`src/rtl/start_fifo_srl_ctrl.sv`:
```
// First-word-fall-through shift-register FIFO controller for dataflow start channels.
// Writes shift into slot 0; the head of queue is always slot count-1.
module start_fifo_srl_ctrl #(
   parameter int unsigned DATA_WIDTH = 1,
   parameter int unsigned ADDR_WIDTH = 1,
   parameter int unsigned DEPTH      = 2
) (
   input  logic                  clk,
   input  logic                  reset_n,
   output logic                  if_full_n,
   input  logic                  if_write_ce,
   input  logic                  if_write,
   input  logic [DATA_WIDTH-1:0] if_din,
   output logic                  if_empty_n,
   input  logic                  if_read_ce,
   input  logic                  if_read,
   output logic [DATA_WIDTH-1:0] if_dout,
   output logic [ADDR_WIDTH:0]   if_num_data_valid,
   output logic [ADDR_WIDTH:0]   if_fifo_cap
);

   localparam int unsigned CW = ADDR_WIDTH + 1;

   logic [CW-1:0]         count_q;
   logic [CW-1:0]         count_d;
   logic                  empty_n_q;
   logic                  full_n_q;
   logic [DATA_WIDTH-1:0] slot_q [DEPTH];
   logic                  push;
   logic                  pop;
   logic [ADDR_WIDTH-1:0] raddr;
   logic [DATA_WIDTH-1:0] dout_c;

   // Qualified handshakes: requests against a full/empty FIFO are dropped.
   assign push = if_write & if_write_ce & full_n_q;
   assign pop  = if_read  & if_read_ce  & empty_n_q;

   always_comb begin
      count_d = count_q;
      unique case ({push, pop})
         2'b10:   count_d = count_q + CW'(1);
         2'b01:   count_d = count_q - CW'(1);
         default: count_d = count_q;
      endcase
   end

   // Flags are computed from the next count so they are valid right after the edge.
   always_ff @(posedge clk or negedge reset_n) begin
      if (!reset_n) begin
         count_q   <= '0;
         empty_n_q <= 1'b0;
         full_n_q  <= 1'b1;
      end else begin
         count_q   <= count_d;
         empty_n_q <= (count_d != '0);
         full_n_q  <= (count_d != CW'(DEPTH));
      end
   end

   // Storage carries no reset; stale entries are never addressed once count drops.
   always_ff @(posedge clk) begin
      if (push) begin
         for (int i = int'(DEPTH) - 1; i > 0; i--) begin
            slot_q[i] <= slot_q[i-1];
         end
         slot_q[0] <= if_din;
      end
   end

   assign raddr = ADDR_WIDTH'(count_q - CW'(1));

   always_comb begin
      dout_c = '0;
      for (int unsigned i = 0; i < DEPTH; i++) begin
         if (raddr == ADDR_WIDTH'(i)) dout_c = slot_q[i];
      end
   end

   assign if_dout           = dout_c;
   assign if_full_n         = full_n_q;
   assign if_empty_n        = empty_n_q;
   assign if_num_data_valid = count_q;
   assign if_fifo_cap       = CW'(DEPTH);

endmodule

```
`config.mk`:
```
export PLATFORM = sky130hd
export DESIGN_NAME = start_fifo_srl_ctrl
export DESIGN_NICKNAME = d
export VERILOG_FILES = /design/src/rtl/start_fifo_srl_ctrl.sv
export SDC_FILE = /design/constraint.sdc
export NUM_CORES = 1
export LEC_CHECK = 0
export CAP_MARGIN = 20
export CORE_UTILIZATION = 25
export DETAILED_ROUTE_END_ITERATION = 12
export HOLD_SLACK_MARGIN = 0.15
export PLACE_DENSITY_LB_ADDON = 0.2
export SLEW_MARGIN = 20
export SYNTH_ARGS = -nofsm -noshare
export SYNTH_HDL_FRONTEND = slang
export SYNTH_SLANG_ARGS = --single-unit
```
`constraint.sdc`:
```
create_clock -name clk -period 2.75 [get_ports clk]
set_input_delay 0.275 -clock clk [delete_from_list [all_inputs] [get_ports clk]]
set_output_delay 0.275 -clock clk [all_outputs]
set_load 0.005 [all_outputs]
```
==> results of run 1 <==
==> worst max-delay path, stage by stage (launching register included) <==
cell,delay (ps)
dfrtp_1,530
mux2_2,370
clkdlybuf4s50_1,440
==> final cells by class <==
cell class	instances	area, um^2
fillers	151	852
multi-input cells	28	174
flip-flops and latches	6	161
repair buffers	11	110
clock buffers	4	26.3
well taps	15	18.8
inverters	2	7.51
==> kinds of logic after synthesis <==
logic type      Yosys count
other cells               2
compound gates            7
flops                     6
mux                       2
buf+inv                   7
fa+ha+maj                 2
simple gates             15
==> registers in the layout, summed over array words and instances (netlist names) <==
register and cells:
if_full_n 1, if_empty_n 1, if_num_data_valid 2, slot_q 2
==> metrics by stage <==
stage	hold WS, ps	cell area, um^2	utilization [%]	setup slack [ps]
6_report	243	498	36.9	891
3_3_place_gp	447	472	34.9	915
3_5_place_dp	470	472	34.9	921
4_1_cts	238	498	36.9	865
5_1_grt	245	498	36.9	776
2_1_floorplan	-20.6	378	-	1160
==> placed cells by master, fill, tap and decap left out, types with 2 or more instances in the layout <==
master | netlist | layout
nand2_1 | 5 | 5
a21oi_1 | 4 | 4
clkdlybuf4s50_1 | 0 | 11
conb_1 | 2 | 2
edfxtp_1 | 2 | 2
ha_1 | 2 | 2
nand3_1 | 2 | 2
inv_1 | 2 | 2
o31ai_1 | 2 | 2
dfrtp_1 | 3 | 3
nor2_1 | 3 | 3
clkbuf_4 | 0 | 3
==> how the worst min path moves through the flow <==
stage,from,endpoint,cells past startpoint
final,reset_n,if_empty_n,1
after global routing,reset_n,if_num_data_valid[0],1
after CTS,reset_n,if_empty_n,1
after detailed placement,slot_q[0][0],slot_q[0][1],0
after global placement,slot_q[0][0],slot_q[0][1],0
after floorplan,reset_n,if_empty_n,0
==> power groups by stage <==
| stage | sequential, mW | clock (mW) | combinational, mW |
|---|---|---|---|
| finish | 0.153 | 0.0881 | 0.150 |
| global route | 0.160 | 0.0972 | 0.168 |
| CTS | 0.154 | 0.0932 | 0.151 |
| detailed placement | 0.156 | 0 | 0.150 |
| global placement | 0.155 | 0 | 0.151 |
| floorplan | 0.133 | 0 | 0.118 |
==> per-layer routing <==
| metal | part of all wire (%) | GRT usage (%) | vias up |
|---|---|---|---|
| met5 | 0 | 0 | - |
| met3 | 5.8 | 1.63 | 0 |
| li1 | - | - | 152 |
| met2 | 50 | 16.8 | 11 |
| met1 | 44 | 12.7 | 134 |
| met4 | 0 | 12.5 | 0 |
==> flow_summary.yaml, run 1 <==
run_status:
  status: "completed"
pwr:
  switching_power_mw: 0.123
  seqPwrFrac_pct: 39.1
  clkPwrFrac_pct: 22.5
  power_switching_share_pct: 31.4
  power_frac_comb_pct: 38.4
  cellPowerDensity_nw_per_um2: 786
  max-vdd-ir-drop_v: 0.000250
  intPower_mw: 0.269
  p_total_mw: 0.391
  p_leak_nw: 0.214
min_path:
  holdCritPathClass: "in2async"
die:
  ios: 14
  dieWidth_um: 40.9
  fp.dieH_um: 40.9
  dieArea_um2: 1670
  rows: 13
  core_area_um2: 1350
  start_util_pct: 28.0
global_routing:
  grt_start_max_net_pins: 12
  grt_pass1_vias: 257
  grt_pass1_wl_um: 1110
  antenna_found_initial: 0
  grt_overflow: 0
  grt_use_total_pct: 11.2
yosys:
  syn_area_per_cell_um2: 9.22
  yosys.area.top_type: "dfrtp_1"
  synth_adder_area_share_pct: 6.62
  synth_top_family_by_area: "simple AND/OR/NAND/NOR gates"
  seq_area_frac_synth_pct: 42.7
  synthFlopType: "dfrtp_1"
  synth.area.top_cells: "dfrtp_1 (20%), edfxtp_1 (16%), dfstp_2 (7.0%)"
  synthMuxAreaShare_pct: 5.63
  yosys.cell_types.count: 23
  synthTopCellsByCount: "nand2_1 (5), a21oi_1 (4), dfrtp_1 (3), nor2_1 (3)"
  async_reset_ff_share_pct: 66.7
  synthMostInstantiatedCell: "nand2_1"
  yosysWarnings: 0
  syn_area_um2: 378
  synth_edf_count: 2
  synth-simple-area-share_pct: 21.2
  synth_nets: 50
  synth_compound_area_share_pct: 10.6
  synthCells: 41
  synthXorXnorAreaFrac_pct: 0
  synth_top_area_share_pct: 19.9
  synth_seq_cells: 6
routing:
  antenna_left: 0
  routed_wl_um: 723
  wl_per_cell_um: 11.0
  drc: 0
  viasPerCell: 4.50
  vias: 297
  drt_iter0_drc: 4
  firstDrtPassIters: 4
critical_path:
  reg2reg_depth: 6
  r2r_start: "if_full_n"
  endpoint: "if_dout"
  reg2reg_slack_ps: 1130
  timing.rr.end: "if_num_data_valid[1]"
  critPathKind: "reg2out"
  cp-end-kind: "output pin"
  startpoint: "if_num_data_valid[0]"
  worstPathRequired_ps: 2480
  crit_fanout: 11
  arrival_ps: 1580
  cp-start-kind: "register"
sta:
  timing.fmax_mhz: 538
  clock_skew_ps: 5.16
  finalMaxSlewViolations: 0
  period_needed_ps: 1860
  rsz0062_at_grt: "no"
  post-route-period-util_pct: 67.6
  tns_ps: 0
  setup_viol: 0
  finalHoldViolCount: 0
final_layout:
  area_delta_synth_final_pct: 31.8
  drive_gt1_share_pct: 11.8
  antenna_cells: 0
  nets: 61
  finalNonFillerCells: 66
cts:
  cts-root-buf: "clkbuf_4"
  cts_tree: "yes"
  post_cts_buffers: 0
  ctsResizeCount: 0
  cts_max_level: 1
  insertion_delay_ps: 240
  clkSinkCount: 6
  path_clk_slew_ps: 50
  cts_hold_buf: 0
  cts_inserted_buffers: 3
  clockBufferDepth: 2
placement:
  place_hpwl_um: 538
  place.gp.congestion: 0.672
  io_buffer_count: 11
  dp.cells: 62
run:
  cap_violations: 0
No activity file was read; power rests on OpenSTA's default activity.
==> run 2, diff against run 1 <==
Clock period 2.75 ns to 1.5 ns, I/O delays scaled along.
==> flow_summary.yaml, run 2 (same netlist as run 1, synthesis figures left out) <==
placement:
  place_ws_ps: -124
  place.gp.congestion: 0.755
  io_buffer_count: 11
  dp.cells: 66
critical_path:
  cp-end-kind: "register"
  path_cells: "nand3_1 > inv_1 > ha_4 > or3_1 > a21oi_2"
  critical_path.max_stage_delay_ps: 370
  crit_fanout: 4
  critPathKind: "reg2reg"
  worstPathRequired_ps: 1670
  cp_top_family: "simple AND/OR/NAND/NOR gates"
  arrival_ps: 1630
  crit_slowest_cell: "dfrtp_1"
  path_buf_inv: 1
  cp-start-kind: "register"
cts:
  cts_tree: "yes"
  clkSinkCount: 6
  path_clk_slew_ps: 50
  cts_inserted_buffers: 3
  cts-root-buf: "clkbuf_4"
  clockBufferDepth: 2
  post_cts_buffers: 0
  insertion_delay_ps: 250
  cts_max_level: 1
global_routing:
  antenna_found_initial: 0
  grt_use_total_pct: 11.1
  grt_start_max_net_pins: 11
  grt_pass1_vias: 274
  grt_overflow: 0
  grt_pass1_wl_um: 1150
pwr:
  p_total_mw: 0.795
  p_leak_nw: 0.240
  cellPowerDensity_nw_per_um2: 1370
  max-vdd-ir-drop_v: 0.000368
routing:
  firstDrtPassIters: 4
  wl_met2_um: 407
  drt_iter0_drc: 5
  routed_wl_um: 819
  met3_length_um: 48
  topRoutingLayerUsed: "met4"
  viasPerCell: 4.80
  vias: 341
  wl_per_cell_um: 11.5
  wl_met1_um: 358
  antenna_left: 0
  drc: 0
final_layout:
  drive_gt1_share_pct: 28.6
  fillCellCount: 136
  finalNonFillerCells: 71
  multiInputGateArea_um2: 215
  seqCellArea_um2: 163
  antenna_cells: 0
  nets: 66
  final_common_cell: "clkdlybuf4s50_1"
  area_delta_synth_final_pct: 53.3
  final_cell_mix: "clkdlybuf4s50_1 (10), nand2_1 (5), buf_4 (4)"
run:
  cap_violations: 0
die:
  fp.dieH_um: 40.9
  start_util_pct: 28.0
  dieWidth_um: 40.9
  dieArea_um2: 1670
  core_area_um2: 1350
  ios: 14
  rows: 13
sta:
  clock_skew_ps: 11.0
  finalHoldViolCount: 0
  period_needed_ps: 1460
  worst_slack_ps: 39.9
  tns_ps: 0
  post-route-period-util_pct: 97.3
  timing.fmax_mhz: 685
  finalMaxSlewViolations: 0
  setup_viol: 0
run_status:
  status: "completed"
min_path:
  holdCritPathClass: "reg2reg"
## run 2: what timing repair did
action	in CTS	in global routing
resized for setup	1	5
cloned	0	0
setup endpoints to repair	1	3
hold buffers	1	0
hold endpoints to repair	3	0
## run 2: cell type report
class / count / area share (%)
timing repair buffer: 16 / 25.7
multi-input combinational: 28 / 37.1
sequential: 6 / 28.1
tap: 15 / 3.24
inverter: 2 / 1.30
clock buffer: 4 / 4.54
## run 2: worst reg2reg max path, cell delays in order, from the launching register on
cell and delay [ps]:
dfrtp_1 370, nand3_1 160, inv_1 100, ha_4 260
or3_1 370, a21oi_2 140
## run 2: worst paths after layout
kind,startpoint,end,slack [ps],cells after the start
worst max register to register,if_empty_n,if_num_data_valid[1],40,5
max in group asynchronous,reset_n,if_full_n,600,2
worst min register to register,slot_q[0][0],slot_q[0][1],440,0
min in group asynchronous,reset_n,if_num_data_valid[0],650,2
worst min-delay path,slot_q[0][0],slot_q[0][1],440,0
worst max-delay path,if_empty_n,if_num_data_valid[1],40,5
## run 2: power by group
group	internal [mW]	switching, mW	total, mW
combinational	0.214	0.158	0.373
sequential	0.220	0.0402	0.260
clock	0.101	0.0615	0.162
## run 2: routing by layer
metal,vias up,GRT usage [%]
met3,2,3.26
li1,161,-
met1,159,13.1
met2,19,17.2
met5,-,0
met4,0,7.50
## run 2: through the flow
stage / util, % / instance area (um^2) / hold WS, ps
after global routing: 42.9 / 579 / 458
after detailed placement: 38.6 / 522 / 377
after floorplan: - / 408 / -146
after global placement: 38.6 / 522 / 384
final: 42.9 / 579 / 437
after CTS: 41.2 / 557 / 440
==> run 3, diff against run 2 <==
Settings changed: CELL_PAD_IN_SITES_DETAIL_PLACEMENT set to 1, CELL_PAD_IN_SITES_GLOBAL_PLACEMENT set to 1.
==> flow_summary.yaml, run 3 (same netlist as run 1, synthesis figures left out) <==
run_status:
  status: "completed"
final_layout:
  drive_gt1_share_pct: 28.1
  fin_util_pct: 42.6
  final_common_cell: "clkdlybuf4s50_1"
  antenna_cells: 0
  area_delta_synth_final_pct: 52.3
  nets: 67
  final_cell_mix: "clkdlybuf4s50_1 (10), nand2_1 (5), buf_4 (5)"
  fillCellCount: 162
die:
  fp.dieH_um: 40.9
  ios: 14
  dieWidth_um: 40.9
  start_util_pct: 28.0
  core_area_um2: 1350
  dieArea_um2: 1670
  rows: 13
global_routing:
  grt_overflow: 0
  grt_pass1_wl_um: 1300
  grt.busiest_layer: "met2"
  grt_start_max_net_pins: 11
  use_met2_pct: 22.3
  grt_use_met3_pct: 3.26
  antenna_found_initial: 0
  grt_pass1_vias: 312
  grt_use_total_pct: 13.0
  met1_usage_pct: 13.3
pwr:
  max-vdd-ir-drop_v: 0.000456
  p_leak_nw: 0.244
  cellPowerDensity_nw_per_um2: 1390
critical_path:
  cp-end-kind: "register"
  arrival_ps: 1650
  worstPathRequired_ps: 1660
  critPathKind: "reg2reg"
  crit_fanout: 2
  cp-start-kind: "register"
cts:
  path_clk_slew_ps: 50
  cts_inserted_buffers: 3
  cts_tree: "yes"
  clockBufferDepth: 2
  cts-root-buf: "clkbuf_4"
  cts_max_level: 1
  clkSinkCount: 6
  insertion_delay_ps: 250
sta:
  period_needed_ps: 1490
  rsz0062_at_grt: "yes"
  holdWs_ps: 459
  timing.fmax_mhz: 673
  tns_ps: 0
  finalMaxSlewViolations: 0
  post-route-period-util_pct: 99.1
  finalHoldViolCount: 0
  setup_viol: 0
  clock_skew_ps: 3.81
run:
  cap_violations: 0
routing:
  drt_iter0_drc: 2
  wl_per_cell_um: 12.7
  routed_wl_um: 914
  drc: 0
  viasPerCell: 4.67
  firstDrtPassIters: 2
  vias: 336
  antenna_left: 0
placement:
  place.gp.congestion: 0.716
  place_hpwl_um: 717
  io_buffer_count: 11
min_path:
  holdCritPathClass: "reg2reg"
-- run 3: metal layers --
layer  up-vias  part of all wire [%]
li1        162                     -
met1       158                    43
met2        14                    49
met3         2                   5.6
met4         0                   2.7
met5         -                     0
-- run 3: path summary, 6_finish.rpt --
check / to / depth (start not counted) / slack (ps) / start
min in group asynchronous: if_empty_n / 2 / 640 / reset_n
hold / removal: slot_q[0][1] / 0 / 460 / slot_q[0][0]
max in group asynchronous: if_full_n / 2 / 620 / reset_n
setup / recovery: if_num_data_valid[1] / 6 / 10 / if_full_n
hold reg to reg: slot_q[0][1] / 0 / 460 / slot_q[0][0]
setup reg to reg: if_num_data_valid[1] / 6 / 10 / if_full_n
-- run 3: repair_timing --
action	4_1_cts	5_1_grt
setup buffers	0	1
endpoints found under the hold margin	3	0
pin swaps	0	1
endpoints found under the setup margin	2	3
resized for setup	3	1
hold buffers	1	0
-- run 3: critical path, stage by stage, from the launching register on --
cell and delay (ps):
dfstp_2 540, nand3_2 110, inv_2 100, ha_4 160, nor2b_4 40, or3_1 300, a21oi_1 160
-- run 3: final cells by class --
type	instances	area [um^2]	share of cell area [%]
multi-input combinational	28	204	35.4
sequential	6	163	28.3
timing repair buffer	17	156	27.2
clock buffer	4	26.3	4.57
tap	15	18.8	3.26
inverter	2	7.51	1.30
-- run 3: per-stage QoR --
| step | power, mW | std cells | setup WS, ps | area, um^2 |
|---|---|---|---|---|
| 2_1_floorplan | 0.482 | 41 | 3.53 | 408 |
| 3_3_place_gp | 0.610 | 66 | -113 | 522 |
| 3_5_place_dp | 0.628 | 66 | -129 | 522 |
| 4_1_cts | 0.803 | 71 | 24.7 | 567 |
| 5_1_grt | 0.855 | 72 | -7.23 | 576 |
| 6_report | 0.799 | 72 | 14.2 | 576 |
-- run 3: power breakdown --
group	switching, mW	leakage, nW	internal [mW]
registers	0.0411	0.0676	0.220
clock network	0.0638	0.0150	0.101
logic	0.159	0.162	0.214
total	0.264	0.244	0.535
